<file path="config.mk">
export PLATFORM = sky130hd
export DESIGN_NAME = traceback_3d_flat
export DESIGN_NICKNAME = d
export VERILOG_FILES = /design/src/rtl/dna_pkg.sv /design/src/rtl/traceback_3d_if.sv /design/src/rtl/traceback_3d.sv /design/src/flat_wrapper.sv
export SDC_FILE = /design/constraint.sdc
export NUM_CORES = 1
export LEC_CHECK = 0
export CAP_MARGIN = 20
export CORE_ASPECT_RATIO = 0.7
export CORE_MARGIN = 4
export CORE_UTILIZATION = 43
export DETAILED_ROUTE_END_ITERATION = 10
export MAX_ROUTING_LAYER = met4
export PLACE_DENSITY = 0.77
export SLEW_MARGIN = 20
export SYNTH_ARGS = -nofsm -noshare
export SYNTH_HDL_FRONTEND = slang
export SYNTH_SLANG_ARGS = --single-unit
</file>
<file path="constraint.sdc">
create_clock -name clk -period 2.4 [get_ports clk]
set_input_delay 0.48 -clock clk [delete_from_list [all_inputs] [get_ports clk]]
set_output_delay 0.48 -clock clk [all_outputs]
set_load 0.02 [all_outputs]
</file>
<file path="src/rtl/dna_pkg.sv">
`default_nettype none
// ----------------------------------------------------------------------------
// dna_pkg : state codes, residue-mask decode and gap constants shared by the
//           forward cell units and the traceback engine.
// Revision: 1.0
// ----------------------------------------------------------------------------
package dna_pkg;

  typedef enum logic [2:0] {
    ST_M    = 3'd0,
    ST_IXY  = 3'd1,
    ST_IYZ  = 3'd2,
    ST_IXZ  = 3'd3,
    ST_IX   = 3'd4,
    ST_IY   = 3'd5,
    ST_IZ   = 3'd6,
    ST_STOP = 3'd7
  } state_e;

  localparam logic [2:0] STATE_STOP = 3'd7;

  localparam int G0 = 10;
  localparam int GE = 1;

  // bit2 = A residue, bit1 = B residue, bit0 = C residue; STOP consumes nothing
  function automatic logic [2:0] state_mask(input logic [2:0] s);
    logic [2:0] m;
    m = 3'b000;
    case (state_e'(s))
      ST_M:    m = 3'b111;
      ST_IXY:  m = 3'b110;
      ST_IYZ:  m = 3'b011;
      ST_IXZ:  m = 3'b101;
      ST_IX:   m = 3'b100;
      ST_IY:   m = 3'b010;
      ST_IZ:   m = 3'b001;
      default: m = 3'b000;
    endcase
    return m;
  endfunction

endpackage
`default_nettype wire

</file>
<file path="src/rtl/traceback_3d_if.sv">
`default_nettype none
// ----------------------------------------------------------------------------
// traceback_3d_if : valid/ready alignment-column stream.
// Revision: 1.0
// ----------------------------------------------------------------------------
interface traceback_3d_if #(
  parameter int LEN_W = 6
) ();

  logic             col_valid;
  logic             col_ready;
  logic [2:0]       col_mask;
  logic [LEN_W-1:0] col_i;
  logic [LEN_W-1:0] col_j;
  logic [LEN_W-1:0] col_k;

  modport master (
    output col_valid, col_mask, col_i, col_j, col_k,
    input  col_ready
  );

  modport slave (
    input  col_valid, col_mask, col_i, col_j, col_k,
    output col_ready
  );

endinterface
`default_nettype wire

</file>
<file path="src/rtl/traceback_3d.sv">
`default_nettype none
// ----------------------------------------------------------------------------
// traceback_3d : walks predecessor pointers from the end cell back to the
//                origin, emitting one alignment column per step (end first).
// Revision: 1.0
// ----------------------------------------------------------------------------
module traceback_3d
  import dna_pkg::*;
#(
  parameter int LEN_W = 6,
  parameter int CNT_W = LEN_W + 2
) (
  input  wire logic             clk,
  input  wire logic             rst,
  input  wire logic             start,
  input  wire logic [LEN_W-1:0] len_i,
  input  wire logic [LEN_W-1:0] len_j,
  input  wire logic [LEN_W-1:0] len_k,
  input  wire logic [2:0]       end_state,
  output logic                  ptr_rd_en,
  output logic [LEN_W-1:0]      ptr_addr_i,
  output logic [LEN_W-1:0]      ptr_addr_j,
  output logic [LEN_W-1:0]      ptr_addr_k,
  output logic [2:0]            ptr_addr_s,
  input  wire logic [2:0]       ptr_rd_data,
  traceback_3d_if.master        col,
  output logic                  busy,
  output logic                  done,
  output logic                  err,
  output logic [CNT_W-1:0]      col_cnt
);

  typedef enum logic [2:0] {
    S_IDLE  = 3'd0,
    S_FETCH = 3'd1,
    S_WAIT  = 3'd2,
    S_EMIT  = 3'd3,
    S_FIN   = 3'd4
  } fsm_e;

  fsm_e             r_state;
  logic [LEN_W-1:0] r_i, r_j, r_k;
  logic [2:0]       r_cur;
  logic [2:0]       r_nxt;
  logic [2:0]       r_mask;
  logic             r_ptr_rd_en;
  logic             r_col_valid;
  logic             r_busy;
  logic             r_done;
  logic             r_err;
  logic [CNT_W-1:0] r_cnt;

  logic [2:0]       w_mask;
  logic             w_bad;
  logic [LEN_W-1:0] w_ni, w_nj, w_nk;
  logic             w_origin;
  logic             w_start_origin;

  assign w_mask = state_mask(r_cur);

  // A mask bit on an exhausted sequence would walk below the origin
  assign w_bad = (r_cur == STATE_STOP)
               || (w_mask[2] && (r_i == '0))
               || (w_mask[1] && (r_j == '0))
               || (w_mask[0] && (r_k == '0));

  assign w_ni = r_i - {{(LEN_W-1){1'b0}}, r_mask[2]};
  assign w_nj = r_j - {{(LEN_W-1){1'b0}}, r_mask[1]};
  assign w_nk = r_k - {{(LEN_W-1){1'b0}}, r_mask[0]};
  assign w_origin       = (w_ni == '0) && (w_nj == '0) && (w_nk == '0);
  assign w_start_origin = (len_i == '0) && (len_j == '0) && (len_k == '0);

  always_ff @(posedge clk) begin
    if (rst) begin
      r_state     <= S_IDLE;
      r_i         <= '0;
      r_j         <= '0;
      r_k         <= '0;
      r_cur       <= '0;
      r_nxt       <= '0;
      r_mask      <= '0;
      r_ptr_rd_en <= 1'b0;
      r_col_valid <= 1'b0;
      r_busy      <= 1'b0;
      r_done      <= 1'b0;
      r_err       <= 1'b0;
      r_cnt       <= '0;
    end else begin
      r_ptr_rd_en <= 1'b0;
      r_done      <= 1'b0;
      case (r_state)
        S_IDLE: begin
          if (start) begin
            r_i    <= len_i;
            r_j    <= len_j;
            r_k    <= len_k;
            r_cur  <= end_state;
            r_err  <= 1'b0;
            r_cnt  <= '0;
            r_busy <= 1'b1;
            if (w_start_origin) begin
              r_state <= S_FIN;
              r_busy  <= 1'b0;
              r_done  <= 1'b1;
            end else begin
              r_state     <= S_FETCH;
              r_ptr_rd_en <= 1'b1;
            end
          end
        end
        S_FETCH: begin
          r_state <= S_WAIT;
        end
        S_WAIT: begin
          r_nxt <= ptr_rd_data;
          if (w_bad) begin
            r_err   <= 1'b1;
            r_state <= S_FIN;
            r_busy  <= 1'b0;
            r_done  <= 1'b1;
          end else begin
            r_mask      <= w_mask;
            r_col_valid <= 1'b1;
            r_state     <= S_EMIT;
          end
        end
        S_EMIT: begin
          if (col.col_ready) begin
            r_col_valid <= 1'b0;
            if (r_cnt != {CNT_W{1'b1}}) begin
              r_cnt <= r_cnt + 1'b1;
            end
            r_i   <= w_ni;
            r_j   <= w_nj;
            r_k   <= w_nk;
            r_cur <= r_nxt;
            // The pointer fetched at the last cell is meaningless at the origin
            if (w_origin) begin
              r_state <= S_FIN;
              r_busy  <= 1'b0;
              r_done  <= 1'b1;
            end else begin
              r_state     <= S_FETCH;
              r_ptr_rd_en <= 1'b1;
            end
          end
        end
        S_FIN: begin
          r_state <= S_IDLE;
        end
        default: begin
          r_state <= S_IDLE;
        end
      endcase
    end
  end

  assign ptr_rd_en     = r_ptr_rd_en;
  assign ptr_addr_i    = r_i;
  assign ptr_addr_j    = r_j;
  assign ptr_addr_k    = r_k;
  assign ptr_addr_s    = r_cur;

  assign col.col_valid = r_col_valid;
  assign col.col_mask  = r_mask;
  assign col.col_i     = r_i;
  assign col.col_j     = r_j;
  assign col.col_k     = r_k;

  assign busy          = r_busy;
  assign done          = r_done;
  assign err           = r_err;
  assign col_cnt       = r_cnt;

endmodule
`default_nettype wire

</file>
<file path="src/flat_wrapper.sv">
// flat-port wrapper written by rule: the top's interface ports become plain ports
module traceback_3d_flat import dna_pkg::*;
#(
  parameter int LEN_W = 6,
  parameter int CNT_W = LEN_W + 2
)
  (clk, rst, start, len_i, len_j, len_k, end_state, ptr_rd_en, ptr_addr_i, ptr_addr_j, ptr_addr_k, ptr_addr_s, ptr_rd_data, busy, done, err, col_cnt, col_col_valid, col_col_mask, col_col_i, col_col_j, col_col_k, col_col_ready);
  traceback_3d_if #(.LEN_W(LEN_W)) col_i ();
  input  wire logic clk;
  input  wire logic rst;
  input  wire logic start;
  input  wire logic [LEN_W-1:0] len_i;
  input  wire logic [LEN_W-1:0] len_j;
  input  wire logic [LEN_W-1:0] len_k;
  input  wire logic [2:0] end_state;
  output logic ptr_rd_en;
  output logic [LEN_W-1:0] ptr_addr_i;
  output logic [LEN_W-1:0] ptr_addr_j;
  output logic [LEN_W-1:0] ptr_addr_k;
  output logic [2:0] ptr_addr_s;
  input  wire logic [2:0] ptr_rd_data;
  output logic busy;
  output logic done;
  output logic err;
  output logic [CNT_W-1:0] col_cnt;
  output wire logic [$bits(col_i.col_valid)-1:0] col_col_valid;
  output wire logic [$bits(col_i.col_mask)-1:0] col_col_mask;
  output wire logic [$bits(col_i.col_i)-1:0] col_col_i;
  output wire logic [$bits(col_i.col_j)-1:0] col_col_j;
  output wire logic [$bits(col_i.col_k)-1:0] col_col_k;
  input wire logic [$bits(col_i.col_ready)-1:0] col_col_ready;
  assign col_col_valid = col_i.col_valid;
  assign col_col_mask = col_i.col_mask;
  assign col_col_i = col_i.col_i;
  assign col_col_j = col_i.col_j;
  assign col_col_k = col_i.col_k;
  assign col_i.col_ready = col_col_ready;
  traceback_3d #(.LEN_W(LEN_W), .CNT_W(CNT_W)) u_core (.clk(clk), .rst(rst), .start(start), .len_i(len_i), .len_j(len_j), .len_k(len_k), .end_state(end_state), .ptr_rd_en(ptr_rd_en), .ptr_addr_i(ptr_addr_i), .ptr_addr_j(ptr_addr_j), .ptr_addr_k(ptr_addr_k), .ptr_addr_s(ptr_addr_s), .ptr_rd_data(ptr_rd_data), .col(col_i), .busy(busy), .done(done), .err(err), .col_cnt(col_cnt));
endmodule
</file>
# After elaboration in Yosys (flattened, before gate mapping)
# Cells that the tools add are included.
[totals]
reg_bits = 43
inputBits = 28
elab_cells = 112
output_inout_bits = 55
[classes]
reduce_logical = 32
muxes = 45
bitwise_logic = 1
eq_ne = 17
n_addsub = 4
[op_table]
columns = ["operator", "n"]
rows = [
  ["$logic_not 6->1", 9],
  ["$mux 6", 6],
  ["$pmux 6 s2", 3],
  ["$mux 8", 3],
  ["$mux 3", 7],
  ["$pmux 3 s7", 1],
  ["$sub 6x1->6", 3],
  ["$mux 1", 17],
  ["$pmux 8 s2", 1],
  ["$eq 3x2->1 const B", 4],
  ["$eq 3x3->1 const B", 4],
  ["$pmux 3 s4", 1],
  ["$reduce_and 3->1", 3],
  ["$add 8x1->8 const B", 1],
  ["$ne 8x8->1 const B", 1],
  ["$logic_and 1x1->1", 7],
  ["$eq 3x1->1 const B", 2],
  ["$logic_not 3->1", 2],
  ["$ne 2x1->1 const B", 3],
  ["$ne 2x2->1 const B", 3],
  ["$pmux 1 s2", 3],
  ["$pmux 1 s3", 2],
  ["$pmux 3 s2", 1],
  ["$reduce_bool 2->1", 3],
  ["other kinds (6)", 9],
]

# Longest topological paths before layout
[depth]
depth_word = 8
mapped_depth = 9
ltp_nobuf = 9

# Least setup slack after synthesis
# No wires, ideal clock.
[synth_timing]
path_type = "register -> register"
from = "register u_core.r_i[0], in the netlist u_core.col.col_i[0]"
to = "register u_core.r_busy, in the netlist u_core.busy"
n_path_buf = 0
stages_incl_launch_ff = 10
setup_slack_ns = -0.093
period_less_slack_ns = 2.493
t_required_ns = 2.271
t_arrival_ns = 2.364
setup_time_ns = 0.129
cell_sequence = "dfxtp_1 inv_1 ha_1 ha_1 nor2b_1 a2111oi_0 o311ai_1 or4b_4 o21ai_1 nor4b_2"
[synth_via]
elab_chain_cells = 7
elab_cells_between_ends = 12
cone_classes = "add/sub (1); eq/ne (2); reduce/logical (9)"
[synth_lines]
columns = ["element", "line", "text"]
rows = [
  ["from (decl)", "traceback_3d.sv:42", "logic [LEN_W-1:0] r_i, r_j, r_k;"],
  ["from (signal assigned)", "traceback_3d.sv:94", "r_i <= len_i;"],
  ["from (signal assigned)", "traceback_3d.sv:133", "r_i <= w_ni;"],
  ["branches (longest 6 deep; another with $sub 6x1->6)", "n/a", ""],
  ["$reduce_and 5->1 (no source line) *", "n/a", ""],
  ["to (signal assigned)", "traceback_3d.sv:84", "r_busy <= 1'b0;"],
  ["to (signal assigned)", "traceback_3d.sv:100", "r_busy <= 1'b1;"],
  ["to (signal assigned)", "traceback_3d.sv:103", "r_busy <= 1'b0;"],
  ["to (decl)", "traceback_3d.sv:48", "logic r_busy;"],
]
# Mark *: on every way between the ends.
# A chain may end at the register's enable or synchronous reset.

# Final worst setup path
# Same ends and word-level chain as after synthesis.

==> metrics.md <==
| Metric | Value |
|---|---|
| Status | finished with violations |
| Failing checks | negative setup slack |
| Synth Register Bits | 43 |
| Arrival time worst endpoint | 2.62 ns |
| 1st-iter DRT viols | about 240 |
| All-Layer GR Usage | 0.247 |
| CP cell instances | inv_2 -> ha_4 -> buf_6 -> or3b_4 -> o31ai_4 -> nand4_1 -> or4b_4 -> o21ai_1 -> nor4b_2 |
| Comb power frac | 0.651 |
| Yosys Warn Count | 0 |
| CP delay by family, top | simple AND/OR/NAND/NOR gates |
| Clk buf depth | 2 |
| Cells after synthesis | 358 |
| Layout net count | 485 |
| Number of global-route vias before repair | 2778 |
| Area added between synthesis and finish | 46.7% |
| First-pass GRT wire length | 14300 µm |
| Fin crit period | between 2 and 2.5 ns |
| Slew headroom | 0.712 |
| IO Pins | 83 |
| Final hold vios | 0 |
| CTS clk-pin slew, worst paths | 0.09 ns |
| Core area | 5930 µm² |
| Drt wl/cell | between 15 and 20 µm |
| Unrepaired setup endpoints after global routing | yes |
| Reg2reg start | u_core.col.col_i[0] |
| Power Density | 1290 nW/µm² |
| F_max | between 400 and 500 MHz |
| Initial antenna violation count | 0 |
| Leakage power | 1.48 nW |
| Clk sinks | 43 |
| Setup TNS | -0.0185 ns |
| Vias post-DR | 3119 |
| TritonCTS Buffers | 5 |
| FP Rows | 23 |
| Die H | between 70 and 80 µm |
| Slowest CP cell | or4b_4 |
| Share of cells above drive strength 1 | 0.171 |
| Crit Path Max Fanout | 4 |
| CTS Root Cell | clkbuf_8 |
| Syn Nets | 393 |
| Sequential area share after synthesis | 0.316 |
| ANT nets after route | 0 |
| Port Buf Inserts | between 80 and 90 |
| Hold_sp | u_core.err |
| Die area | 7690 µm² |
| Clk_lat worst skew | 0.30 ns |
| Post-layout util | 0.673 |
| Crit path from | u_core.col.col_i[0] |
| # DRC | 0 |
| Hold-fix buffers at CTS | 0 |
| Antenna cells | 0 |
| Initial Util | 0.459 |
| Final Wtd Congestion | 0.919 |
| Total power draw | 0.00514 W |
| H-tree depth | 2 |
| Overflow after GRT | 0 |
| WP buf/inv | 2 |
| Tightest Pin Transition | 0.430 ns |
| Sw power | 0.00235 W |
| Critical path required time | roughly 2.6 ns |
| CTS tree | built |
| Sw frac | 0.458 |
| Cell area after synthesis | ~2700 µm² |
| Sequential power share | 0.235 |
| Via/cell ratio | 5.93 |
| Max-cap violations | 0 |
| Worst clock skew | 0.00714 ns |
| Final worst-path cycle share | 1.01 |
| Syn avg cell area | 7.60 µm² |
| Count of cell types in the netlist | 50 |
| Largest net degree at the start of global routing | 25 |
| Worst Hold Class | register to register |
| Number of flops mapped to enable cells by yosys | 0 |
| Die width | 103 µm |
| Detail Placement HPWL | 6660 µm |
| Final setup viols | 1 |
| Final worst setup slack | -0.0185 ns |
| Internal cell power | 0.00279 W |
| Post-synth top flop | dfxtp_1 |
| Total Routed Length | roughly 9400 µm |
| Drt pass-1 iters | 6 |
| Post-synth ARST share | 0 |
| Critical Path End Type | register |
| VDD IR max | between 0.0006 and 0.0007 V |
| Final Max Tran Viols | 0 |
| Setup crit start kind | register |
| CP max stage delay | 0.57 ns |
| Crit Path Class | register to register |
| Clk pwr share | 0.114 |
[tightest hold or removal path, delay by kind of cell, from the launching register on]
| kind | cells | cell delay (ns) |
|---|---|---|
| buffers and inverters | 1 | 0.05 |
| AOI/OAI and AO/OA | 1 | 0.05 |
| DFF | 1 | 0.33 |
[power by group through the flow]
| stage | clock [W] | combinational, W | sequential [W] |
|---|---|---|---|
| 2_1_floorplan | 0 | 0.00167 | 0.00134 |
| 3_3_place_gp | 0 | 0.00300 | 0.00119 |
| 4_1_cts | 0.000585 | 0.00311 | 0.00118 |
| 3_5_place_dp | 0 | 0.00305 | 0.00119 |
| 6_report | 0.000586 | 0.00335 | 0.00121 |
| 5_1_grt | 0.000617 | 0.00361 | 0.00124 |
[path summary, 6_finish.rpt]
kind,to,slack [ns],cells past startpoint
max,u_core.busy,-0.02,9
min,u_core.err,0.46,2
max reg2reg,u_core.busy,-0.02,9
min reg2reg,u_core.err,0.46,2
[cells in the final DEF, fill, tap and decap left out, types with 3 or more instances in the layout]
cell type,n
or3_1,5
buf_4,42
clkbuf_8,5
nand4_1,7
nand3_1,6
mux2i_1,6
and2_1,7
a21oi_1,27
nor4_1,5
clkdlybuf4s50_1,82
xor2_1,5
inv_1,10
a211oi_1,13
xnor2_1,4
dfxtp_1,41
o21ai_0,8
nor2b_1,5
a22oi_1,3
nand2b_1,7
nor2_1,42
o21ai_1,4
ha_4,3
nand3b_1,4
nand2_1,40
a31oi_1,3
ha_1,4
a311oi_1,3
or4_1,5
nor3_1,8
nor3b_1,4
[cell usage after synthesis, types with 3 or more instances]
library cell  number  share of area
nor2b_1            5          0.011
o21ai_0            9          0.017
o21ai_1            3         0.0055
nand2_1           40          0.055
clkbuf_1          17          0.023
a22oi_1            4          0.011
a211oi_1          13          0.036
nor4_1             6          0.014
nor2_1            42          0.058
nand3b_1           4          0.011
xor2_1             5          0.016
inv_1             11          0.015
ha_1               7          0.032
a31oi_1            4         0.0092
and2_1             7          0.016
o31ai_1            3         0.0083
a21oi_1           27          0.050
buf_2              3         0.0055
nand2b_1           7          0.016
xnor2_1            4          0.013
mux2i_1            6          0.022
nor3b_1            6          0.017
a311oi_1           3         0.0097
buf_4             18          0.050
nand4_1            7          0.016
or4_1              6          0.017
nand3_1            6          0.011
nor3_1             9          0.017
dfxtp_1           43           0.32
or3_1              5          0.011
[flip-flops by register name, indices dropped and copies added, names as in the netlist]
signal                cells
u_core.col.col_valid      1
u_core.ptr_rd_en          1
u_core.busy               1
u_core.done               1
u_core.err                1
u_core.r_nxt              3
u_core.col.col_k          6
u_core.r_state            3
u_core.col.col_i          6
u_core.col.col_mask       3
u_core.col_cnt            8
u_core.col.col_j          6
u_core.ptr_addr_s         3
[cell families after synthesis]
family | count (synthesis) | synth area share
flip-flops | 43 | 0.316
AO/OA/AOI/OAI | 83 | 0.200
XOR/XNOR | 9 | 0.0290
adder cells (fa/ha/maj) | 8 | 0.0359
buffers and inverters | 51 | 0.0966
AND/OR/NAND/NOR | 158 | 0.300
multiplexers | 6 | 0.0221
[cell type report]
cell class | instances | area [µm²]
Tap cell | 75 | 93.8
Fill cell | 490 | 1940
Timing Repair Buffer | 125 | 1150
Multi-Input combinational cell | 264 | 1730
Clock inverter | 3 | 43.8
Sequential cell | 43 | 863
Inverter | 11 | 41.3
Clock buffer | 5 | 68.8
[per-layer routing]
layer  wire length [µm]  track usage  up-vias
met4                125       0.0718        0
li1                   -            -     1450
met5                  0            -        -
met3                953       0.0703       15
met2               4120        0.347      189
met1               4190        0.343     1465
[what timing repair did]
item / 4_1_cts / 5_1_grt
endpoints found under the setup margin: 5 / 10
setup buffers: 0 / 3
resized for setup: 7 / 21
pin swaps: 0 / 8
[per-stage QoR]
stage / hold slack [ns] / setup slack [ns] / instances / area [µm²]
3_3_place_gp: 0.442 / -0.0238 / 515 / 3720
6_report: 0.463 / -0.0185 / 526 / 3990
4_1_cts: 0.463 / 0.00967 / 523 / 3850
2_1_floorplan: 0.454 / 0.00277 / 358 / 2720
5_1_grt: 0.486 / -0.106 / 526 / 3990
3_5_place_dp: 0.449 / -0.166 / 515 / 3720
No activity file was read; power rests on OpenSTA's default activity.
